`src/rtl/rgb_pkg.sv`:
```
// Shared definitions for the RGB LED toggle protocol: command bytes, colour
// bit positions, the all-off pattern and the common state encoding.
package rgb_pkg;

  localparam logic [7:0] CMD_R = 8'd82;
  localparam logic [7:0] CMD_G = 8'd71;
  localparam logic [7:0] CMD_B = 8'd66;

  localparam int R_IDX = 2;
  localparam int G_IDX = 1;
  localparam int B_IDX = 0;

  localparam logic [2:0] RGB_OFF = 3'b111;

  typedef enum logic [2:0] {
    ST_IDLE = 3'd0,
    ST_SEND = 3'd1,
    ST_GAP  = 3'd2
  } rgbState_t;

  // One-hot of the highest-priority pending toggle (R before G before B).
  function automatic logic [2:0] pickToggle(input logic [2:0] pending);
    logic [2:0] onehot;
    onehot = 3'b000;
    if (pending[R_IDX])      onehot[R_IDX] = 1'b1;
    else if (pending[G_IDX]) onehot[G_IDX] = 1'b1;
    else if (pending[B_IDX]) onehot[B_IDX] = 1'b1;
    return onehot;
  endfunction

  function automatic logic [7:0] toggleCmd(input logic [2:0] onehot);
    logic [7:0] cmd;
    cmd = 8'd0;
    if (onehot[R_IDX])      cmd = CMD_R;
    else if (onehot[G_IDX]) cmd = CMD_G;
    else if (onehot[B_IDX]) cmd = CMD_B;
    return cmd;
  endfunction

endpackage

```
`src/rtl/rgb_gap_timer.sv`:
```
// Loadable down-counter that paces the idle gap between command bytes.
// o_done is high whenever the count has reached zero.
module rgb_gap_timer #(
  parameter int W = 8
) (
  input  logic         i_clk,
  input  logic         i_reset,
  input  logic         i_load,
  input  logic [W-1:0] i_loadValue,
  input  logic         i_dec,
  output logic         o_done
);

  logic [W-1:0] r_count;

  always_ff @(posedge i_clk) begin
    if (i_reset) begin
      r_count <= '0;
    end else if (i_load) begin
      r_count <= i_loadValue;
    end else if (i_dec && r_count != '0) begin
      r_count <= r_count - 1'b1;
    end
  end

  assign o_done = (r_count == '0);

endmodule

```
`src/rtl/rgb_cmd_encoder.sv`:
```
// Turns a requested LED colour into the minimal run of R/G/B toggle bytes,
// tracking the remote LED state in a local shadow register.
module rgb_cmd_encoder
  import rgb_pkg::*;
#(
  parameter int GAP_CYCLES = 0,
  parameter int GAP_W      = 8
) (
  input  logic       i_clk,
  input  logic       i_reset,
  input  logic [2:0] i_target,
  input  logic       i_targetValid,
  output logic       o_targetReady,
  input  logic       i_resync,
  output logic [7:0] o_cmd,
  output logic       o_cmdValid,
  input  logic       i_cmdReady,
  output logic [2:0] o_shadowRgb,
  output logic       o_busy
);

  rgbState_t  r_state;
  logic [2:0] r_pending;
  logic [2:0] r_shadow;
  logic [7:0] r_cmd;
  logic       r_cmdValid;

  logic       w_accept;
  logic       w_handshake;
  logic [2:0] w_sentBit;
  logic [2:0] w_nextPending;
  logic [2:0] w_newPending;
  logic       w_gapDone;

  assign o_targetReady = (r_state == ST_IDLE) && !i_resync;
  assign w_accept      = i_targetValid && o_targetReady;
  assign w_handshake   = r_cmdValid && i_cmdReady;
  assign w_sentBit     = pickToggle(r_pending);
  assign w_nextPending = r_pending & ~w_sentBit;
  assign w_newPending  = i_target ^ r_shadow;

  // Resync beats any in-flight byte: a byte offered in that cycle is dropped.
  always_ff @(posedge i_clk) begin
    if (i_reset) begin
      r_state    <= ST_IDLE;
      r_pending  <= 3'b000;
      r_shadow   <= RGB_OFF;
      r_cmd      <= 8'd0;
      r_cmdValid <= 1'b0;
    end else if (i_resync) begin
      r_state    <= ST_IDLE;
      r_pending  <= 3'b000;
      r_shadow   <= RGB_OFF;
      r_cmdValid <= 1'b0;
    end else begin
      case (r_state)
        ST_IDLE: begin
          if (w_accept) begin
            r_pending <= w_newPending;
            if (w_newPending != 3'b000) begin
              r_state    <= ST_SEND;
              r_cmd      <= toggleCmd(pickToggle(w_newPending));
              r_cmdValid <= 1'b1;
            end
          end
        end
        ST_SEND: begin
          if (w_handshake) begin
            r_shadow  <= r_shadow ^ w_sentBit;
            r_pending <= w_nextPending;
            if (w_nextPending == 3'b000) begin
              r_cmdValid <= 1'b0;
              r_state    <= ST_IDLE;
            end else if (GAP_CYCLES == 0) begin
              r_cmd <= toggleCmd(pickToggle(w_nextPending));
            end else begin
              r_cmdValid <= 1'b0;
              r_state    <= ST_GAP;
            end
          end
        end
        ST_GAP: begin
          if (w_gapDone) begin
            r_state    <= ST_SEND;
            r_cmd      <= toggleCmd(pickToggle(r_pending));
            r_cmdValid <= 1'b1;
          end
        end
        default: begin
          r_state    <= ST_IDLE;
          r_cmdValid <= 1'b0;
        end
      endcase
    end
  end

  generate
    if (GAP_CYCLES > 0) begin : g_gap
      localparam logic [GAP_W-1:0] GAP_LOAD = GAP_W'(GAP_CYCLES - 1);
      rgb_gap_timer #(
        .W(GAP_W)
      ) u_gapTimer (
        .i_clk       (i_clk),
        .i_reset     (i_reset),
        .i_load      (i_resync || (r_state == ST_SEND && w_handshake && w_nextPending != 3'b000)),
        .i_loadValue (i_resync ? '0 : GAP_LOAD),
        .i_dec       (r_state == ST_GAP),
        .o_done      (w_gapDone)
      );
    end else begin : g_noGap
      // Without a gap the GAP state is never entered; the flag is simply true.
      assign w_gapDone = (GAP_W > 0);
    end
  endgenerate

  assign o_cmd       = r_cmd;
  assign o_cmdValid  = r_cmdValid;
  assign o_shadowRgb = r_shadow;
  assign o_busy      = (r_state != ST_IDLE);

endmodule

```
`config.mk`:
```
export PLATFORM = sky130hd
export DESIGN_NAME = rgb_cmd_encoder
export DESIGN_NICKNAME = d
export VERILOG_FILES = /design/src/rtl/rgb_pkg.sv /design/src/rtl/rgb_gap_timer.sv /design/src/rtl/rgb_cmd_encoder.sv
export SDC_FILE = /design/constraint.sdc
export NUM_CORES = 1
export LEC_CHECK = 0
export CAP_MARGIN = 25
export CELL_PAD_IN_SITES_DETAIL_PLACEMENT = 1
export CELL_PAD_IN_SITES_GLOBAL_PLACEMENT = 1
export CORE_MARGIN = 1
export CORE_UTILIZATION = 27
export DETAILED_ROUTE_END_ITERATION = 7
export GPL_ROUTABILITY_DRIVEN = 0
export PLACE_DENSITY = 0.84
export SLEW_MARGIN = 10
export SYNTH_ARGS = -nofsm -noshare
export SYNTH_HDL_FRONTEND = slang
export SYNTH_SLANG_ARGS = --single-unit
```
`constraint.sdc`:
```
create_clock -name i_clk -period 1.2 [get_ports i_clk]
set_input_delay 0.18 -clock i_clk [delete_from_list [all_inputs] [get_ports i_clk]]
set_output_delay 0.18 -clock i_clk [all_outputs]
set_load 0.005 [all_outputs]
```
---- Word level (Yosys, flattened, before mapping) ----
Index checks and enable logic that the tools add are counted.
operators by class
  equal/unequal tests ..................... 7
  reductions and logical operators ........ 15
  muxes and demuxes ....................... 68
  bitwise gates (word level) .............. 5
operators by type and width
  cell                                                                     number
  7-bit two-way mux                                                        9
  2-bit two-way mux                                                        16
  8-bit two-way mux                                                        4
  1-bit two-way mux                                                        29
  8-bit one-hot mux with 3 select lines                                    1
  3-bit two-way mux                                                        6
  3-bit one-hot mux with 3 select lines                                    1
  3-bit nonzero test                                                       3
  2-bit inequality test, second input constant                             4
  3-bit logical NOT                                                        2
  3-bit one-hot mux with 2 select lines                                    1
  6-bit AND reduction                                                      1
  3-bit XOR                                                                2
  4-bit AND reduction                                                      1
  3-bit bitwise AND                                                        1
  3-bit by 1-bit equality test with 1-bit output, second input constant    1
  3-bit by 2-bit equality test with 1-bit output, second input constant    1
  1-bit logical AND                                                        3
  3-bit inverter                                                           1
  1-bit one-hot mux with 3 select lines                                    1
  3-bit AND reduction                                                      1
  2-bit by 1-bit inequality test with 1-bit output, second input constant  1
  2-bit AND reduction                                                      1
  2-bit nonzero test                                                       1
  other kinds (3)                                                          3
storage, ports and cells
  output and inout port bits .............. 14
  input port bits ......................... 8
  logic and storage cells ................. 100
  bits in registers ....................... 18

---- Longest topological paths before layout ----
  depth in word-level cells ............... 19
  gate-level depth with buffers ........... 5
  depth with buffers taken out ............ 4

---- Worst setup path after synthesis ----
No wires, ideal clock.
  kind .................................... reg-to-reg
  from .................................... register r_state[0]
  to ...................................... register r_pending[2]
  cell stages (with the launch flop) ...... 6
  slack ................................... -0.173 ns
  data arrival time ....................... 1.307 ns
  buffers on the path ..................... 1
  path through ............................ dfxtp_1 -> buf_6 -> nand2_2 -> a21boi_2 -> or4_4 -> a21oi_2
between the ends
  longest elaborated chain between the ends .. 5
  elaborated cells between the ends (all ways) .. 9
  classes of those cells .................. eq/ne (3); mux (1); reduce/logical (5)
RTL lines
  what                             RTL line                                      source
  start: declaration               rgb_cmd_encoder.sv:22                         rgbState_t r_state;
  start signal: assignment         rgb_cmd_encoder.sv:45                         r_state <= ST_IDLE;
  start signal: assignment         rgb_cmd_encoder.sv:51                         r_state <= ST_IDLE;
  start signal: assignment         rgb_cmd_encoder.sv:61                         r_state <= ST_SEND;
  3-bit logical NOT                rgb_cmd_encoder.sv:35, rgb_cmd_encoder.sv:56
  1-bit logical AND                rgb_cmd_encoder.sv:35                         assign o_targetReady = (r_state == ST_IDLE) && !i_resync;
  1-bit logical AND                rgb_cmd_encoder.sv:36                         assign w_accept = i_targetValid && o_targetReady;
  2-bit inequality test (no line)  n/a
  3-bit AND reduction (no line)    n/a
  end signal: assignment           rgb_cmd_encoder.sv:59                         r_pending <= w_newPending;
  end signal: assignment           rgb_cmd_encoder.sv:70                         r_pending <= w_nextPending;
  end: declaration                 rgb_cmd_encoder.sv:23                         logic [2:0] r_pending;
Several ways; a longest one is shown, not always the timed one.
A chain may end at the register's enable or synchronous reset.

---- Worst setup path after layout ----
  from .................................... register r_shadow[2] (netlist: o_shadowRgb[2])
  to ...................................... register r_pending[2]
between the ends
  longest elaborated chain between the ends .. 3
RTL lines
  what                                   RTL line               source
  start: declaration                     rgb_cmd_encoder.sv:24  logic [2:0] r_shadow;
  start signal: assignment               rgb_cmd_encoder.sv:69  r_shadow <= r_shadow ^ w_sentBit;
  3-bit XOR                              rgb_cmd_encoder.sv:40  assign w_newPending = i_target ^ r_shadow;
  3-bit two-way mux                      rgb_cmd_encoder.sv:58  if (w_accept) begin
  3-bit one-hot mux with 2 select lines  rgb_cmd_encoder.sv:56  case (r_state)
No other way between the ends. The select of a mux whose other input is x is not followed.

==> reports/qor.yml <==
gr-total-overflow: 0
timing.final.ws_setup_ns: -0.140
n_fill_cell: 232
path_max_fanout: 2
ys_warn_count: 0
portBuffers: 18
yosys-top-cells-area: "dfxtp_1 35%, buf_4 7.9%, a21oi_1 5.2%"
cp_num_buf_inv: 2
hold_path.class: "input port to flop"
clkTransAtPathRegs_ns: 0.07
grt_setup_unrepaired: "yes"
core_um2: 1980
fmax_mhz: 746
highest_layer: "met4"
ys_ff_latch: 10
grt_usage: 0.199
finalCritPeriodShare: 1.12
cts.sinks: 10
yosysSeqAreaShare: 0.349
seqCellArea_um2: 211
diodes: 0
setup_violations: 5
yosysTopAreaCellShare: 0.349
cts_buffers: 3
vias_per_cell: 4.63
drv_cap: 0
dieArea_um2: 2310
num_vias: 606
critPathKind: "flop to flop"
cp_top_family: "simple AND/OR/NAND/NOR gates"
drc: 0
wirelength_met1_um: 811
layout_commonest_cell: "buf_4"
run_status: "complete, but fails checks"
hold_violations: 0
avgSynthCellArea_um2: 8.95
fp-row-count: 16
die_w_um: 48.1
met3WireLength_um: 101
drt_iter0_drc: 4
final_cell_mix: "20 x buf_4, 9 x dlygate4sd2_1, 6 x dfxtp_2"
area_growth_syn_to_layout_pct: 75.1
critPathLaunchType: "flop"
die_y_um: 48.1
ctsHtreeMaxLevel: 1
grt_max_degree: 7
dr_wl_met2_um: 961
wl_per_cell_um: 14.5
cts_buffer_depth: 2
power_leakage_uw: 0.000439
worst_ep_required_time_ns: 1.42
clock_latency_ns: 0.28
crit_chain: "buf_6 > xnor2_4 > buf_6 > or4_4 > a21oi_2"
max-vdd-ir-drop_mv: 0.384
worst_setup_path_end_kind: "flop"
p_total_uw: 853
final_util: 0.506
post-place-ws_ns: -0.446
crit_slowest_cell: "or4_4"
drive_above_1_share: 0.481
drtPass1Iterations: 4
power_density_nw_per_um2: 850
cpPeakStageDelay_ns: 0.44
arrival_ns: 1.56
ios: 22
dp_hpwl_um: 1500
root_buffer: "clkbuf_4"
start_util: 0.289
nNetsFinal: 113
synth_top_cell_by_area: "dfxtp_1"
syn_inst: 64
routed_wl_um: 1900
drv_slew: 0
setup_tns_ns: -0.586
ant_nets: 0
path_common_cell: "buf_6"
cts_tree: "yes"
multiInputGateArea_um2: 369
ys_types: 29
violations: "setup timing"
synth_area_um2: 573
antenna_found_initial: 0
grt_pass1_wl_um: 3020
grt_pass1_vias: 652
skew_ns: 0.00297
layout_min_cycle_time_ns: 1.34
hold_buffers: 0
## stage by stage
step                      instances  hold WS [ns]  instance area, µm²
final                           131         0.469                1000
after global routing            131         0.470                1000
after detailed placement        123         0.498                 882
after floorplan                  66         0.242                 582
after global placement          123         0.486                 882
after CTS                       131         0.434                 986
## state kept, by name (all words and copies together) (netlist names)
signal / cells
o_shadowRgb: 3
r_state: 1
o_cmd: 3
r_pending: 3
## final cells by class
cell class | count | area share
clock buffers | 4 | 0.0362
flip-flops and latches | 10 | 0.211
inverters | 2 | 0.00748
repair buffers | 41 | 0.344
multi-input cells | 47 | 0.368
well taps | 27 | 0.0337
## cells by family (layout without fill, tap and decap cells)
kind of cell,count (synthesis),after routing,share of synthesized area
AO/OA/AOI/OAI,16,16,0.199
other,1,3,0.00654
multiplexers,1,1,0.0196
XOR/XNOR,6,6,0.0917
flip-flops,10,10,0.349
buffers and inverters,9,47,0.111
AND/OR/NAND/NOR,20,20,0.203
adder cells (fa/ha/maj),1,1,0.0196
## routing by layer
layer	up-vias	track usage
met4	0	0.0778
met5	-	0
li1	296	-
met1	284	0.220
met3	3	0.0491
met2	23	0.362
## cell usage after synthesis
cell type,count
a21oi_1,6
xor2_1,3
nand2_1,5
inv_1,1
nand3_1,3
nor2_4,1
buf_4,6
a311oi_1,1
nand4b_1,2
inv_2,1
nor4b_1,1
and2_1,1
nor2_1,4
a32oi_1,1
buf_6,1
nand2_2,1
or2_2,1
a21bo_1,1
o21ai_0,2
a211oi_1,1
or4_4,1
o211a_1,1
a21oi_2,2
xnor2_1,3
mux2_1,1
maj3_2,1
dfxtp_1,10
conb_1,1
a21boi_2,1
## path summary, 6_finish.rpt
path | end | slack (ns) | cells past startpoint | start
min reg2reg | o_cmd[1]$_SDFFE_PP0P_ | 0.49 | 2 | o_cmd[1]$_SDFFE_PP0P_
max reg2reg | r_pending[2]$_SDFFE_PP0P_ | -0.14 | 5 | o_shadowRgb[2]$_SDFFE_PP1P_
max | r_pending[2]$_SDFFE_PP0P_ | -0.14 | 5 | o_shadowRgb[2]$_SDFFE_PP1P_
min | r_state[0]$_SDFFE_PP0P_ | 0.47 | 3 | i_cmdReady
## worst min-delay path, cell delays in order
cell           delay (ns)
dlygate4sd2_1        0.28
buf_4                0.16
a211oi_1             0.08
## what timing repair did
action	4_1_cts	5_1_grt
setup buffers	4	0
setup endpoints to repair	17	13
pin swaps	4	1
resized for setup	26	11
## report_power, final
part           switching, µW  internal, µW  total (µW)  leakage, µW
Sequential              10.3           342         353    0.0000818
Combinational           82.3          99.2         182     0.000337
Clock                    134           185         318    0.0000210
No activity file was read; power rests on OpenSTA's default activity.
